===== src/rtl/periph_pkg.sv =====
// Shared constants and types for the MMIO timer/PWM peripheral page.
package periph_pkg;

   localparam logic [23:0] PAGE_BASE  = 24'hFFFFFF;

   localparam logic [7:0]  OFF_PRESC  = 8'h80;
   localparam logic [7:0]  OFF_TCOUNT = 8'hE8;
   localparam logic [7:0]  OFF_TCTRL  = 8'hEC;
   localparam logic [7:0]  OFF_TCMP   = 8'hF0;
   localparam logic [7:0]  OFF_MICROS = 8'hF4;
   localparam logic [7:0]  OFF_MILLIS = 8'hF8;

   // funct3 bit meanings for loads and stores
   localparam int unsigned F3_HALF_BIT = 0;
   localparam int unsigned F3_WORD_BIT = 1;
   localparam int unsigned F3_UNS_BIT  = 2;

   typedef struct packed {
      logic irq_pending;
      logic irq_en;
      logic periodic;
      logic en;
   } tctrl_t;

   typedef enum logic [1:0] {
      T_IDLE,
      T_RUN,
      T_FIRED
   } tstate_e;

   function automatic logic [31:0] merge_lanes(input logic [31:0] old_v,
                                               input logic [31:0] new_v,
                                               input logic [31:0] mask);
      return (old_v & ~mask) | (new_v & mask);
   endfunction

endpackage


===== src/rtl/pwm_bank.sv =====
// Prescaled free-running PWM counter shared by NUM_PWM duty comparators.
module pwm_bank #(
   parameter int unsigned NUM_PWM  = 4,
   parameter int unsigned PWM_BITS = 8
) (
   input  logic                               clk_i,
   input  logic                               rst_ni,
   input  logic [NUM_PWM-1:0][PWM_BITS-1:0]   duty_i,
   input  logic [15:0]                        presc_i,
   input  logic                               presc_wr_i,
   output logic [NUM_PWM-1:0]                 pwm_o
);

   logic [15:0]         presc_cnt_q, presc_cnt_d;
   logic [PWM_BITS-1:0] pwm_cnt_q, pwm_cnt_d;
   logic                tick;

   always_comb begin
      tick        = (presc_cnt_q == presc_i);
      presc_cnt_d = tick ? '0 : presc_cnt_q + 16'd1;
      if (presc_wr_i) presc_cnt_d = '0;
      pwm_cnt_d   = tick ? pwm_cnt_q + 1'b1 : pwm_cnt_q;
   end

   always_ff @(posedge clk_i) begin
      if (!rst_ni) begin
         presc_cnt_q <= '0;
         pwm_cnt_q   <= '0;
      end else begin
         presc_cnt_q <= presc_cnt_d;
         pwm_cnt_q   <= pwm_cnt_d;
      end
   end

   always_comb begin
      pwm_o = '0;
      for (int unsigned i = 0; i < NUM_PWM; i++) pwm_o[i] = (pwm_cnt_q < duty_i[i]);
   end

endmodule


===== src/rtl/mmio_timer_pwm.sv =====
// Memory-mapped PWM bank, micros/millis counters and compare timer with
// registered, funct3-extracted read data matching the data-memory timing.
module mmio_timer_pwm #(
   parameter int unsigned CLK_FREQ = 12000000,
   parameter int unsigned NUM_PWM  = 4,
   parameter int unsigned PWM_BITS = 8
) (
   input  logic               clk,
   input  logic               reset,
   input  logic [2:0]         funct3,
   input  logic               periph_wren,
   input  logic [31:0]        periph_address,
   input  logic [31:0]        periph_data_in,
   output logic [31:0]        periph_data_out,
   output logic [NUM_PWM-1:0] pwm_out,
   output logic               irq
);
   import periph_pkg::*;

   localparam int unsigned US_DIV = CLK_FREQ / 1000000;
   localparam int unsigned MS_DIV = CLK_FREQ / 1000;

   logic [NUM_PWM-1:0][PWM_BITS-1:0] duty_q, duty_d;
   logic [15:0]  presc_q, presc_d;
   logic [31:0]  tcount_q, tcount_d, tcmp_q, tcmp_d;
   logic         per_q, per_d, irqen_q, irqen_d, pend_q, pend_d;
   tstate_e      state_q, state_d;
   logic [31:0]  us_div_q, ms_div_q, micros_q, millis_q;
   logic [31:0]  rdata_q;
   logic [2:0]   f3_q;
   logic [1:0]   addr_q;

   logic         sel, we, us_tick, ms_tick, hw_set, w1c;
   logic [7:0]   off;
   logic [4:0]   duty_idx;
   logic [3:0]   be;
   logic [31:0]  wdata, wmask, rd_word;
   tctrl_t       ctrl_rd, ctrl_wr;

   assign sel      = (periph_address[31:8] == PAGE_BASE);
   assign off      = {periph_address[7:2], 2'b00};
   assign duty_idx = periph_address[6:2];
   assign we       = periph_wren & sel;
   assign us_tick  = (us_div_q == US_DIV - 1);
   assign ms_tick  = (ms_div_q == MS_DIV - 1);
   assign ctrl_rd  = '{irq_pending: pend_q, irq_en: irqen_q, periodic: per_q,
                       en: (state_q == T_RUN)};

   always_comb begin
      if (funct3[F3_WORD_BIT]) begin
         be    = 4'b1111;
         wdata = periph_data_in;
      end else if (funct3[F3_HALF_BIT]) begin
         be    = periph_address[1] ? 4'b1100 : 4'b0011;
         wdata = {2{periph_data_in[15:0]}};
      end else begin
         be    = 4'b0001 << periph_address[1:0];
         wdata = {4{periph_data_in[7:0]}};
      end
      wmask = {{8{be[3]}}, {8{be[2]}}, {8{be[1]}}, {8{be[0]}}};
   end

   always_comb begin
      rd_word = '0;
      if (sel) begin
         if (!periph_address[7]) begin
            for (int unsigned i = 0; i < NUM_PWM; i++)
               if (duty_idx == 5'(i)) rd_word[PWM_BITS-1:0] = duty_q[i];
         end else begin
            case (off)
               OFF_PRESC:  rd_word[15:0] = presc_q;
               OFF_TCOUNT: rd_word       = tcount_q;
               OFF_TCTRL:  rd_word[3:0]  = ctrl_rd;
               OFF_TCMP:   rd_word       = tcmp_q;
               OFF_MICROS: rd_word       = micros_q;
               OFF_MILLIS: rd_word       = millis_q;
               default:    rd_word       = '0;
            endcase
         end
      end
   end

   always_comb begin
      duty_d  = duty_q;
      presc_d = presc_q;
      if (we && !periph_address[7]) begin
         for (int unsigned i = 0; i < NUM_PWM; i++)
            if (duty_idx == 5'(i))
               duty_d[i] = PWM_BITS'(merge_lanes(32'(duty_q[i]), wdata, wmask));
      end
      if (we && off == OFF_PRESC) presc_d = 16'(merge_lanes({16'b0, presc_q}, wdata, wmask));
   end

   // Hardware update first; software writes then override per field, except
   // that a match-cycle pending set survives a simultaneous W1C.
   always_comb begin
      state_d  = state_q;
      tcount_d = tcount_q;
      tcmp_d   = tcmp_q;
      per_d    = per_q;
      irqen_d  = irqen_q;
      hw_set   = 1'b0;
      w1c      = 1'b0;
      ctrl_wr  = '0;
      case (state_q)
         T_RUN: begin
            if (us_tick) begin
               if (tcount_q == tcmp_q) begin
                  hw_set = 1'b1;
                  if (per_q) tcount_d = '0;
                  else       state_d  = T_FIRED;
               end else begin
                  tcount_d = tcount_q + 32'd1;
               end
            end
         end
         default: ;
      endcase
      if (we && off == OFF_TCOUNT) tcount_d = merge_lanes(tcount_q, wdata, wmask);
      if (we && off == OFF_TCMP)   tcmp_d   = merge_lanes(tcmp_q, wdata, wmask);
      if (we && off == OFF_TCTRL && be[0]) begin
         ctrl_wr = tctrl_t'(wdata[3:0]);
         state_d = ctrl_wr.en ? T_RUN : T_IDLE;
         per_d   = ctrl_wr.periodic;
         irqen_d = ctrl_wr.irq_en;
         w1c     = ctrl_wr.irq_pending;
      end
      pend_d = hw_set | (pend_q & ~w1c);
   end

   always_ff @(posedge clk) begin
      if (!reset) begin
         duty_q   <= '0;
         presc_q  <= '0;
         tcount_q <= '0;
         tcmp_q   <= '0;
         per_q    <= 1'b0;
         irqen_q  <= 1'b0;
         pend_q   <= 1'b0;
         state_q  <= T_IDLE;
         us_div_q <= '0;
         ms_div_q <= '0;
         micros_q <= '0;
         millis_q <= '0;
         rdata_q  <= '0;
         f3_q     <= '0;
         addr_q   <= '0;
      end else begin
         duty_q   <= duty_d;
         presc_q  <= presc_d;
         tcount_q <= tcount_d;
         tcmp_q   <= tcmp_d;
         per_q    <= per_d;
         irqen_q  <= irqen_d;
         pend_q   <= pend_d;
         state_q  <= state_d;
         us_div_q <= us_tick ? '0 : us_div_q + 32'd1;
         ms_div_q <= ms_tick ? '0 : ms_div_q + 32'd1;
         micros_q <= micros_q + {31'b0, us_tick};
         millis_q <= millis_q + {31'b0, ms_tick};
         rdata_q  <= rd_word;
         f3_q     <= funct3;
         addr_q   <= periph_address[1:0];
      end
   end

   always_comb begin
      logic [15:0] h;
      logic [7:0]  b;
      h = addr_q[1] ? rdata_q[31:16] : rdata_q[15:0];
      b = rdata_q[{addr_q, 3'b000} +: 8];
      if (f3_q[F3_WORD_BIT])      periph_data_out = rdata_q;
      else if (f3_q[F3_HALF_BIT]) periph_data_out = f3_q[F3_UNS_BIT] ? {16'b0, h} : {{16{h[15]}}, h};
      else                        periph_data_out = f3_q[F3_UNS_BIT] ? {24'b0, b} : {{24{b[7]}}, b};
   end

   assign irq = pend_q & irqen_q;

   pwm_bank #(
      .NUM_PWM  (NUM_PWM),
      .PWM_BITS (PWM_BITS)
   ) u_pwm_bank (
      .clk_i      (clk),
      .rst_ni     (reset),
      .duty_i     (duty_q),
      .presc_i    (presc_q),
      .presc_wr_i (we && off == OFF_PRESC),
      .pwm_o      (pwm_out)
   );

endmodule


===== config.mk =====
export PLATFORM = sky130hd
export DESIGN_NAME = mmio_timer_pwm
export DESIGN_NICKNAME = d
export VERILOG_FILES = /design/src/rtl/periph_pkg.sv /design/src/rtl/pwm_bank.sv /design/src/rtl/mmio_timer_pwm.sv
export SDC_FILE = /design/constraint.sdc
export NUM_CORES = 1
export LEC_CHECK = 0
export ABC_AREA = 1
export BUFFER_PORTS_ARGS = -buffer_cell sky130_fd_sc_hd__buf_4
export CORE_MARGIN = 2
export CORE_UTILIZATION = 52
export CTS_CLUSTER_DIAMETER = 120
export DETAILED_ROUTE_END_ITERATION = 8
export PLACE_DENSITY = 0.7
export SYNTH_ARGS = -nofsm -noshare
export SYNTH_HDL_FRONTEND = slang
export SYNTH_SLANG_ARGS = --single-unit
export TNS_END_PERCENT = 10

===== constraint.sdc =====
create_clock -name clk -period 5.5 [get_ports clk]
set_input_delay 1.1 -clock clk [delete_from_list [all_inputs] [get_ports clk]]
set_output_delay 1.1 -clock clk [all_outputs]
set_load 0.01 [all_outputs]

==> results.md, run 1 <==
- Hold_ws: 0.4372 ns
- Vias in the first global route: 16,590
- Count of different cell masters after synthesis: 61
- Post-synthesis sequential area ratio: 34.70%
- Final ANT Viol Nets: 0
- Fin area: 0.01976 sq mm
- Pre-CTS setup slack: 1.968 ns
- Critical-path maximum fanout: 25
- Pwr dens: 244.6 mW/mm^2
- Final Hold Fails: 0
- Vias per Instance: 5.634
- DP HPWL: 41,260 um
- DP Area: 0.01863 sq mm
- Ys flop type: dfxtp_1
- Die width: 188.3 um
- Slew Limit Headroom: 18.19%
- Setup Buffers After CTS: 0
- Post-synthesis register bit count: 306
- Max Cap Viol: 0
- Remaining global-route overflow: 0
- Clock sink total: 306
- Number of fillers in the final layout: 3,273
- Detailed Routing Iterations Pass 1: 6
- Vert. Die Dim: 188.3 um
- TritonCTS Buffers: 36
- CP required: 4.40 ns
- Clk_lat worst skew: 0.54 ns
- Final wirelength: 54,640 um
- Wire per inst: 17.29 um
- Worst IR drop on VDD: 0.1794 mV
- Slew @ Worst Pin: 1.214 ns
- Final setup skew: 0.01059 ns
- Cells resized by post-CTS repair: 0
- Root buf cell: clkbuf_16
- Synth Cell Area: 0.01765 sq mm
- Worst-path clk slew: 0.05 ns
- Final Util: 59.07%
- Die area: 0.03544 sq mm
- Post-synth ARST share: 0%
- Initial core utilization: 52.78%
- Placed cells: 3,098
- Post-synthesis cell count: 2,621
- Initial DRC count: 1,579
- Via count: 17,810
- Outcome: complete, no violations
- LEAKAGE: 7.796 nW
- CTS tree: built
- P&R area growth vs syn: 11.91%
- I/O Buffers: 106
- N_diodes: 0
- Crit path DAT: 2.90 ns
- Tot Pwr: 4.832 mW
- Tmin final: 3.996 ns
- Pin count of the biggest net entering global routing: 69
- Tcrit/Tclk final: 72.65%
- GRT Overall Usage: 30.69%
- EDFF count, synth: 0
- Non-filler cells, final: 3,160
- CTS max path bufs: 3
- Max Clk Rate: 250.3 MHz
- Synthesized area per cell: 6.735 sq um
- Net count after synthesis: 2,728
- Final Setup Violations: 0
- Cts hold-fix bufs: 0
- Final Slew Violations: 0
- Worst Hold Class: reg2reg
- Setup_tns: 0 ns
- Fin worst setup slack: 1.504 ns
- H-Tree Depth: 2
- Ys Warns: 0
- RSZ-0062 raised after global routing: no
- Global-route wire length before repair: 87,320 um
- Nets@finish: 2,795
- Initial antenna violation count: 0
- Rows: 67
- Ports: 107
- Core ar.: 0.03345 sq mm
- Worst Setup Start Kind: flip-flop
- DRC violations left: 0
- Share of cells above drive strength 1: 9.624%
- Final GP Congestion: 0.9454
- Crit end category: output pin
- Setup CP Type: reg2out
## worst max-delay path, cell delays in order (launching register included)
cell      delay [ns]
dfxtp_1         0.82
clkinv_1        0.63
nand3_1         0.54
o21ai_0         0.18
buf_4           0.18
## area by class of cell
cell class                      count  area (sq um)  area share [%]
Clock inverter                     13         98.84          0.5003
Inverter                          325          1227           6.213
Clock buffer                       49          1031           5.219
Sequential cell                   306          6126           31.01
Multi-Input combinational cell   1911          9902           50.12
Timing Repair Buffer              108         810.8           4.104
Tap cell                          448         560.5           2.837
## cell usage in the layout, fill, tap and decap left out, drive strengths merged, types with 5 or more instances in the layout
| cell type | synthesis | final |
|---|---|---|
| a21oi | 212 | 212 |
| dfxtp | 306 | 306 |
| o21ai | 163 | 163 |
| a21boi | 5 | 5 |
| o2111ai | 5 | 5 |
| nand2 | 562 | 562 |
| nor3 | 103 | 103 |
| nor4 | 15 | 15 |
| clkbuf | 40 | 49 |
| inv | 322 | 323 |
| o21a | 8 | 8 |
| clkinv | 3 | 12 |
| and3 | 5 | 5 |
| buf | 39 | 108 |
| xor2 | 44 | 44 |
| o22ai | 30 | 30 |
| a31oi | 9 | 9 |
| nor2 | 373 | 373 |
| a211oi | 34 | 34 |
| ha | 37 | 37 |
| or2 | 8 | 8 |
| nor3b | 19 | 19 |
| a221oi | 18 | 18 |
| nand3 | 136 | 136 |
| xnor2 | 44 | 44 |
| nand4 | 60 | 60 |
## layer usage
metal | GRT usage [%] | up-vias | part of all wire [%] | routed length (um)
li1 | - | 8808 | - | -
met1 | 40.78 | 8164 | 43 | 23760
met2 | 50.87 | 715 | 46 | 24950
met3 | 4.209 | 118 | 7.5 | 4110
met4 | 11.39 | 0 | 3.3 | 1823
met5 | 0 | - | 0 | 0
## synthesized netlist by cell type (3+ instances only)
| master | n | area, sq um |
|---|---|---|
| a21oi_1 | 209 | 1046 |
| a211oi_1 | 32 | 240.2 |
| nor4_1 | 15 | 93.84 |
| or2_2 | 7 | 43.79 |
| o21a_1 | 8 | 60.06 |
| nand4_1 | 57 | 356.6 |
| buf_6 | 8 | 90.09 |
| clkbuf_1 | 39 | 146.4 |
| nand2_4 | 4 | 45.04 |
| o21ai_1 | 6 | 30.03 |
| o211ai_1 | 4 | 30.03 |
| o221ai_1 | 4 | 35.03 |
| o2111ai_1 | 5 | 43.79 |
| nand3_2 | 6 | 60.06 |
| nor2_1 | 341 | 1280 |
| buf_2 | 23 | 115.1 |
| nand3_1 | 129 | 645.6 |
| xor2_1 | 44 | 385.4 |
| nand2_1 | 547 | 2053 |
| inv_2 | 13 | 48.80 |
| nor3_1 | 94 | 470.5 |
| buf_4 | 3 | 22.52 |
| a221oi_1 | 18 | 157.7 |
| xnor2_1 | 44 | 385.4 |
| nor2_2 | 17 | 106.4 |
| inv_1 | 307 | 1152 |
| nor2_8 | 4 | 80.08 |
| ha_1 | 37 | 462.9 |
| clkinv_1 | 3 | 11.26 |
| nand3b_1 | 4 | 30.03 |
| o21ai_0 | 155 | 775.7 |
| nor3_4 | 3 | 48.80 |
| buf_1 | 5 | 18.77 |
| nor3b_1 | 19 | 142.6 |
| nor2_4 | 11 | 123.9 |
| nor3_2 | 6 | 60.06 |
| nand2_2 | 11 | 68.82 |
| and3_1 | 5 | 31.28 |
| a21boi_0 | 4 | 30.03 |
| a31oi_1 | 9 | 56.30 |
| o22ai_1 | 30 | 187.7 |
| dfxtp_1 | 306 | 6126 |
## final timing paths
kind	startpoint	slack (ns)	cells past startpoint	endpoint
min	ms_div_q[0]$_SDFF_PP0_	0.44	1	ms_div_q[0]$_SDFF_PP0_
min reg2reg	ms_div_q[0]$_SDFF_PP0_	0.44	1	ms_div_q[0]$_SDFF_PP0_
max	f3_q[1]$_SDFF_PN0_	1.50	4	periph_data_out[20]
max reg2reg	ms_div_q[16]$_SDFF_PP0_	2.12	15	millis_q[24]$_SDFF_PN0_
## where the power goes
group	leakage (nW)	switching (mW)	internal [mW]	total [mW]
combinational	4.77	0.173	0.0900	0.263
sequential	2.47	0.0125	2.22	2.24
clock	0.560	0.975	1.36	2.33
total	7.80	1.16	3.67	4.83
## cells by family after synthesis
kind of cell | share of synthesized area [%]
AO/OA/AOI/OAI | 16.07
buffers and inverters | 9.207
AND/OR/NAND/NOR | 33.04
XOR/XNOR | 4.366
flip-flops | 34.70
adder cells (fa/ha/maj) | 2.622
No activity file was read; power rests on OpenSTA's default activity.
==> inputs of run 2 (changes only) <==
- ABC_AREA: 1 -> 0
- clock period: 5.5 -> 3.8 ns (I/O delays scaled with it)
==> results.md, run 2 <==
- GRT Overall Usage: 29.61%
- Initial antenna violation count: 0
- Initial DRC count: 1,342
- Pin count of the biggest net entering global routing: 54
- Ys flop type: dfxtp_1
- Final Setup Violations: 0
- Worst Reg2Reg Path Length in Cells: 14
- Tot Pwr: 7.077 mW
- Crit path DAT: 4.04 ns
- Commonest cells after routing, fill and taps aside: dfxtp_1 (306), nor2_1 (272), nand2_1 (175)
- Die area: 0.03193 sq mm
- Root buf cell: clkbuf_16
- Share of cells above drive strength 1: 11.86%
- Final GP Congestion: 0.9606
- Net count after synthesis: 2,053
- Final wirelength: 47,480 um
- R2r setup slk: 0.14 ns
- DRC violations left: 0
- Synth Cell Area: 0.01587 sq mm
- Final Hold Fails: 0
- EDFF count, synth: 0
- Crit path cell chain: ha_1 > and4_1 > nand2_1 > nor3_2 > ha_2 > ha_1 > nand2_1 > or3_2 > or4_1 > buf_4 > nor2_1 > nand4_1 > xor2_1 > nor2_1
- P&R area growth vs syn: 14.98%
- Nets@finish: 2,123
- N_diodes: 0
- Crit end category: flip-flop
- CTS max path bufs: 3
- Crit-path slowest cell: or4_1
- Clock sink total: 306
- Commonest non-fill, non-tap cell in the layout: dfxtp_1
- Ys Warns: 0
- Outcome: complete, no violations
- Max Cap Viol: 0
- TritonCTS Buffers: 36
- Initial core utilization: 53.12%
- Leading cell types by count after synthesis: dfxtp_1 (306), nor2_1 (275), nand2_1 (175), xor2_1 (124), clkbuf_1 (97)
- I/O Buffers: 106
- Wire per inst: 19.53 um
- Worst IR drop on VDD: 0.4099 mV
- Ports: 107
- Post-synthesis cell count: 1,946
- Gr busiest metal: met2
- M2 GR Usage: 45.54%
- Largest area contributor in the netlist: dfxtp_1
- Post-synthesis sequential area ratio: 38.60%
- Vert. Die Dim: 178.7 um
- Remaining global-route overflow: 0
- Synthesized area per cell: 8.155 sq um
- WHS Path Cells: 2
- Clk_lat worst skew: 0.51 ns
- Pwr dens: 387.9 mW/mm^2
- Worst-path clk slew: 0.06 ns
- Final setup skew: 0.01545 ns
- Detailed Routing Iterations Pass 1: 5
- Via count: 14,660
- Setup Buffers After CTS: 0
- Cts hold-fix bufs: 0
- CP required: 4.18 ns
- Reg area: 0.006126 sq mm
- Setup_tns: 0 ns
- Met1 Track Usage GR: 42.45%
- Post-synthesis register bit count: 306
- Placed cells: 2,368
- Rows: 63
- LEAKAGE: 6.763 nW
- Global-route wire length before repair: 73,960 um
- Area contributors post-synth: dfxtp_1 (39%), xor2_1 (6.8%), nor2_1 (6.5%), mux2i_1 (4.5%), nand2_1 (4.1%)
- RSZ-0062 raised after global routing: yes
- Worst Setup Start Kind: flip-flop
- CTS tree: built
- H-Tree Depth: 2
- Cells resized by post-CTS repair: 0
- Crit Reg-Reg Startpoint: ms_div_q[0]$_SDFF_PP0_
- Die width: 178.7 um
- Routing usage on met3: 3.711%
- Max incr delay on CP: 0.62 ns
- Tcrit/Tclk final: 96.41%
- Slew Limit Headroom: 17.77%
- Worst Hold Class: in2reg
- Vias in the first global route: 13,460
- Area of the multi-input gates: 0.009151 sq mm
- Max Clk Rate: 273.0 MHz
- Min-Delay Startpoint: funct3[2]
- DP HPWL: 34,790 um
- Tmin final: 3.663 ns
- Final Slew Violations: 0
- Critical-path maximum fanout: 6
- Count leader, synth: dfxtp_1
- Setup CP Type: reg2reg
- Final ANT Viol Nets: 0
- Non-filler cells, final: 2,431
- Number of fillers in the final layout: 2,681
- Yosys top cell area share: 38.60%
- Core ar.: 0.02987 sq mm
- Reg-to-Reg End: millis_q[26]$_SDFF_PN0_
- Hold Path End: f3_q[2]$_SDFF_PN0_
- Slew @ Worst Pin: 1.233 ns
- Post-synth ARST share: 0%
- Vias per Instance: 6.030
- Count of different cell masters after synthesis: 66
## run 2: per-stage QoR
step	util, %	area [sq um]	setup slack, ns	hold slack (ns)
floorplan	-	15870	0.4373	0.4298
global placement	57.05	17040	0.1632	0.4452
detailed placement	57.05	17040	0.1129	0.4618
CTS	61.00	18230	0.08871	0.4630
global route	61.08	18250	-0.06948	0.4784
finish	61.08	18250	0.1366	0.4684
## run 2: critical path, delay by kind of cell (launching register included)
kind,cells,cell delay [ns]
xor+xnor,1,0.14
buf+inv,1,0.18
simple gates,9,2.18
flops,1,0.37
fa+ha+maj,3,0.65
## run 2: final cells by class
type,instances,area share [%]
Clock buffer,49,5.595
Clock inverter,14,0.8777
Inverter,54,1.125
Multi-Input combinational cell,1472,50.15
Sequential cell,306,33.57
Tap cell,390,2.674
Timing Repair Buffer,146,6.007
## run 2: cells by family after synthesis
| logic type | after synthesis | share of synthesized area [%] |
|---|---|---|
| adders and majority gates | 37 | 2.917 |
| xor gates and xnor gates | 179 | 9.879 |
| and+or+nand+nor | 819 | 24.70 |
| DFF | 306 | 38.60 |
| muxes | 79 | 5.046 |
| AOI/OAI and AO/OA | 358 | 14.80 |
| buffers and inverters | 168 | 4.060 |
## run 2: worst max-delay path by stage
stage          depth (start not counted)                       to              startpoint  slack, ns
6_report                              14  millis_q[26]$_SDFF_PN0_  ms_div_q[0]$_SDFF_PP0_       0.14
5_1_grt                               14  millis_q[26]$_SDFF_PN0_  ms_div_q[0]$_SDFF_PP0_      -0.07
4_1_cts                               13  millis_q[30]$_SDFF_PN0_  ms_div_q[0]$_SDFF_PP0_       0.09
3_5_place_dp                          13  millis_q[30]$_SDFF_PN0_  ms_div_q[0]$_SDFF_PP0_       0.11
3_3_place_gp                          13  millis_q[30]$_SDFF_PN0_  ms_div_q[0]$_SDFF_PP0_       0.16
2_1_floorplan                         15  millis_q[30]$_SDFF_PN0_  ms_div_q[0]$_SDFF_PP0_       0.44
## run 2: layer usage
metal | share of wire [%] | vias to the layer above
met5 | 0 | -
met2 | 43 | 576
li1 | - | 7000
met1 | 45 | 6969
met4 | 3.7 | 0
met3 | 7.7 | 113
## run 2: power breakdown
group,switching [mW],internal (mW),leakage [nW]
combinational,0.233,0.151,3.72
clock,1.36,2.09,0.575
sequential,0.0222,3.22,2.47
==> inputs of run 3 (changes only) <==
- clock period: 3.8 -> 3.5 ns (I/O delays scaled with it)
==> results.md, run 3 (synthesis results as in run 2) <==
- Clock sink total: 306
- Rows: 63
- Initial antenna violation count: 0
- Worst Setup Start Kind: flip-flop
- Reg-to-Reg End: millis_q[29]$_SDFF_PN0_
- Net Sw Frac: 22.08%
- RSZ-0062 raised after global routing: yes
- Reg area: 0.006127 sq mm
- Outcome: complete, no violations
- Vert. Die Dim: 178.7 um
- Ports: 107
- Final Setup Violations: 0
- Remaining global-route overflow: 0
- Final Slew Violations: 0
- Vias per Instance: 5.961
- Initial core utilization: 53.12%
- CTS max path bufs: 3
- Setup CP Type: reg2reg
- Core ar.: 0.02987 sq mm
- Die width: 178.7 um
- I/O Buffers: 106
- Sequential share of power: 43.9%
- Final ANT Viol Nets: 0
- Worst Reg2Reg Path Length in Cells: 11
- Nets@finish: 2,171
- Final GP Congestion: 1.011
- Crit path DAT: 3.83 ns
- Pin count of the biggest net entering global routing: 46
- Max Clk Rate: 294.8 MHz
- Final wirelength: 48,160 um
- Fin worst setup slack: 0.1075 ns
- CP startpoint: ms_div_q[23]$_SDFF_PP0_
- Clock network fraction of total power: 50.7%
- Tcrit/Tclk final: 96.93%
- CTS tree: built
- Crit end category: flip-flop
- CP delay by family, top: simple AND/OR/NAND/NOR gates
- Critical path depth: 11
- Crit path cell chain: nor4_4 > nand4_1 > nor3_2 > ha_2 > buf_6 > nand3_4 > or4_4 > or2_4 > or4_4 > or3_1 > a21oi_1
- Gate power share: 5.4%
- Worst-path clk slew: 0.06 ns
- Tot Pwr: 8.013 mW
- Slew @ Worst Pin: 1.236 ns
- Final setup skew: 0.01585 ns
- Commonest non-fill, non-tap cell in the layout: dfxtp_1
- H-Tree Depth: 2
- CP required: 3.94 ns
- GRT Overall Usage: 30.20%
- Worst Hold Class: in2reg
- Internal power: 6.244 mW
- Max incr delay on CP: 0.56 ns
- Via count: 14,780
- Area of the multi-input gates: 0.009206 sq mm
- Slew Limit Headroom: 17.57%
- Initial DRC count: 1,536
- Critical-path maximum fanout: 4
- Vias in the first global route: 13,730
- CP endpoint: millis_q[29]$_SDFF_PN0_
- Number of fillers in the final layout: 2,622
- Tmin final: 3.393 ns
- Max Cap Viol: 0
- Setup_tns: 0 ns
- Detailed Routing Iterations Pass 1: 6
- Wire per inst: 19.43 um
- P&R area growth vs syn: 18.42%
- Share of cells above drive strength 1: 14.50%
- Clk_lat worst skew: 0.52 ns
- Worst IR drop on VDD: 0.4225 mV
- Worst path bufs/invs: 1
- Pre-CTS setup slack: -0.1182 ns
- DP HPWL: 35,580 um
- Most used cell along the critical path: or4_4
- Final Hold Fails: 0
- Crit-path slowest cell: or4_4
- Crit Reg-Reg Startpoint: ms_div_q[23]$_SDFF_PP0_
- TritonCTS Buffers: 35
- LEAKAGE: 7.092 nW
- Pwr dens: 426.4 mW/mm^2
- Root buf cell: clkbuf_16
- Die area: 0.03193 sq mm
- Commonest cells after routing, fill and taps aside: dfxtp_1 (305), nor2_1 (271), buf_4 (194)
- R2r setup slk: 0.11 ns
- DRC violations left: 0
- Global-route wire length before repair: 75,400 um
- N_diodes: 0
- Switch Pwr: 1.769 mW
## run 3: changes by cell type in the layout (fill, tap and decap cells not counted), moves of 2 or more
cell	change
buf_4	+48
clkbuf_1	-6
clkbuf_8	+5
bufinv_16	+3
clkinv_2	-2
nor4_1	-2
o21ai_0	-2
## run 3: worst min-delay path by stage
stage / to / start / slack [ns] / cells after the start
floorplan: ms_div_q[0]$_SDFF_PP0_ / ms_div_q[0]$_SDFF_PP0_ / 0.43 / 1
global placement: us_div_q[0]$_SDFF_PP0_ / us_div_q[0]$_SDFF_PP0_ / 0.46 / 1
detailed placement: us_div_q[0]$_SDFF_PP0_ / us_div_q[0]$_SDFF_PP0_ / 0.47 / 1
CTS: f3_q[2]$_SDFF_PN0_ / funct3[2] / 0.40 / 2
global route: f3_q[2]$_SDFF_PN0_ / funct3[2] / 0.41 / 2
finish: f3_q[2]$_SDFF_PN0_ / funct3[2] / 0.41 / 2
## run 3: power groups by stage
stage,registers [mW],logic (mW),clock network [mW]
finish,3.51,0.435,4.06
global route,3.51,0.467,4.25
CTS,3.51,0.428,4.10
detailed placement,3.59,0.426,0
global placement,3.59,0.421,0
floorplan,3.58,0.224,0
## run 3: area by class of cell
type	instances	share of cell area, %
flip-flops and latches	306	32.60
repair buffers	195	7.810
inverters	54	1.092
multi-input cells	1472	48.99
clock inverters	14	1.232
clock buffers	48	5.679
well taps	390	2.597
## run 3: repair_timing
item / CTS / global route
gates resized for setup: 2 / 19
setup buffers: 0 / 5
pin swaps: 0 / 13
hold endpoints to repair: 0 / 0
setup endpoints to repair: 5 / 12
gates cloned: 0 / 0
hold buffers: 0 / 0
## run 3: routing by layer
layer | up-vias | global-route usage (%) | part of all wire, %
met1 | 6937 | 42.36 | 44
li1 | 7104 | - | -
met3 | 116 | 5.153 | 8.7
met4 | 0 | 11.45 | 3.8
met2 | 620 | 46.41 | 44
met5 | - | 0 | 0
## run 3: metrics by stage
step / instance area [sq um] / hold WS, ns / util, % / cells
4_1_cts: 18690 / 0.3982 / 62.55 / 2475
6_report: 18790 / 0.4071 / 62.91 / 2479
5_1_grt: 18790 / 0.4119 / 62.91 / 2479
2_1_floorplan: 15870 / 0.4298 / - / 1946
3_3_place_gp: 17380 / 0.4556 / 58.16 / 2413
3_5_place_dp: 17380 / 0.4651 / 58.16 / 2413
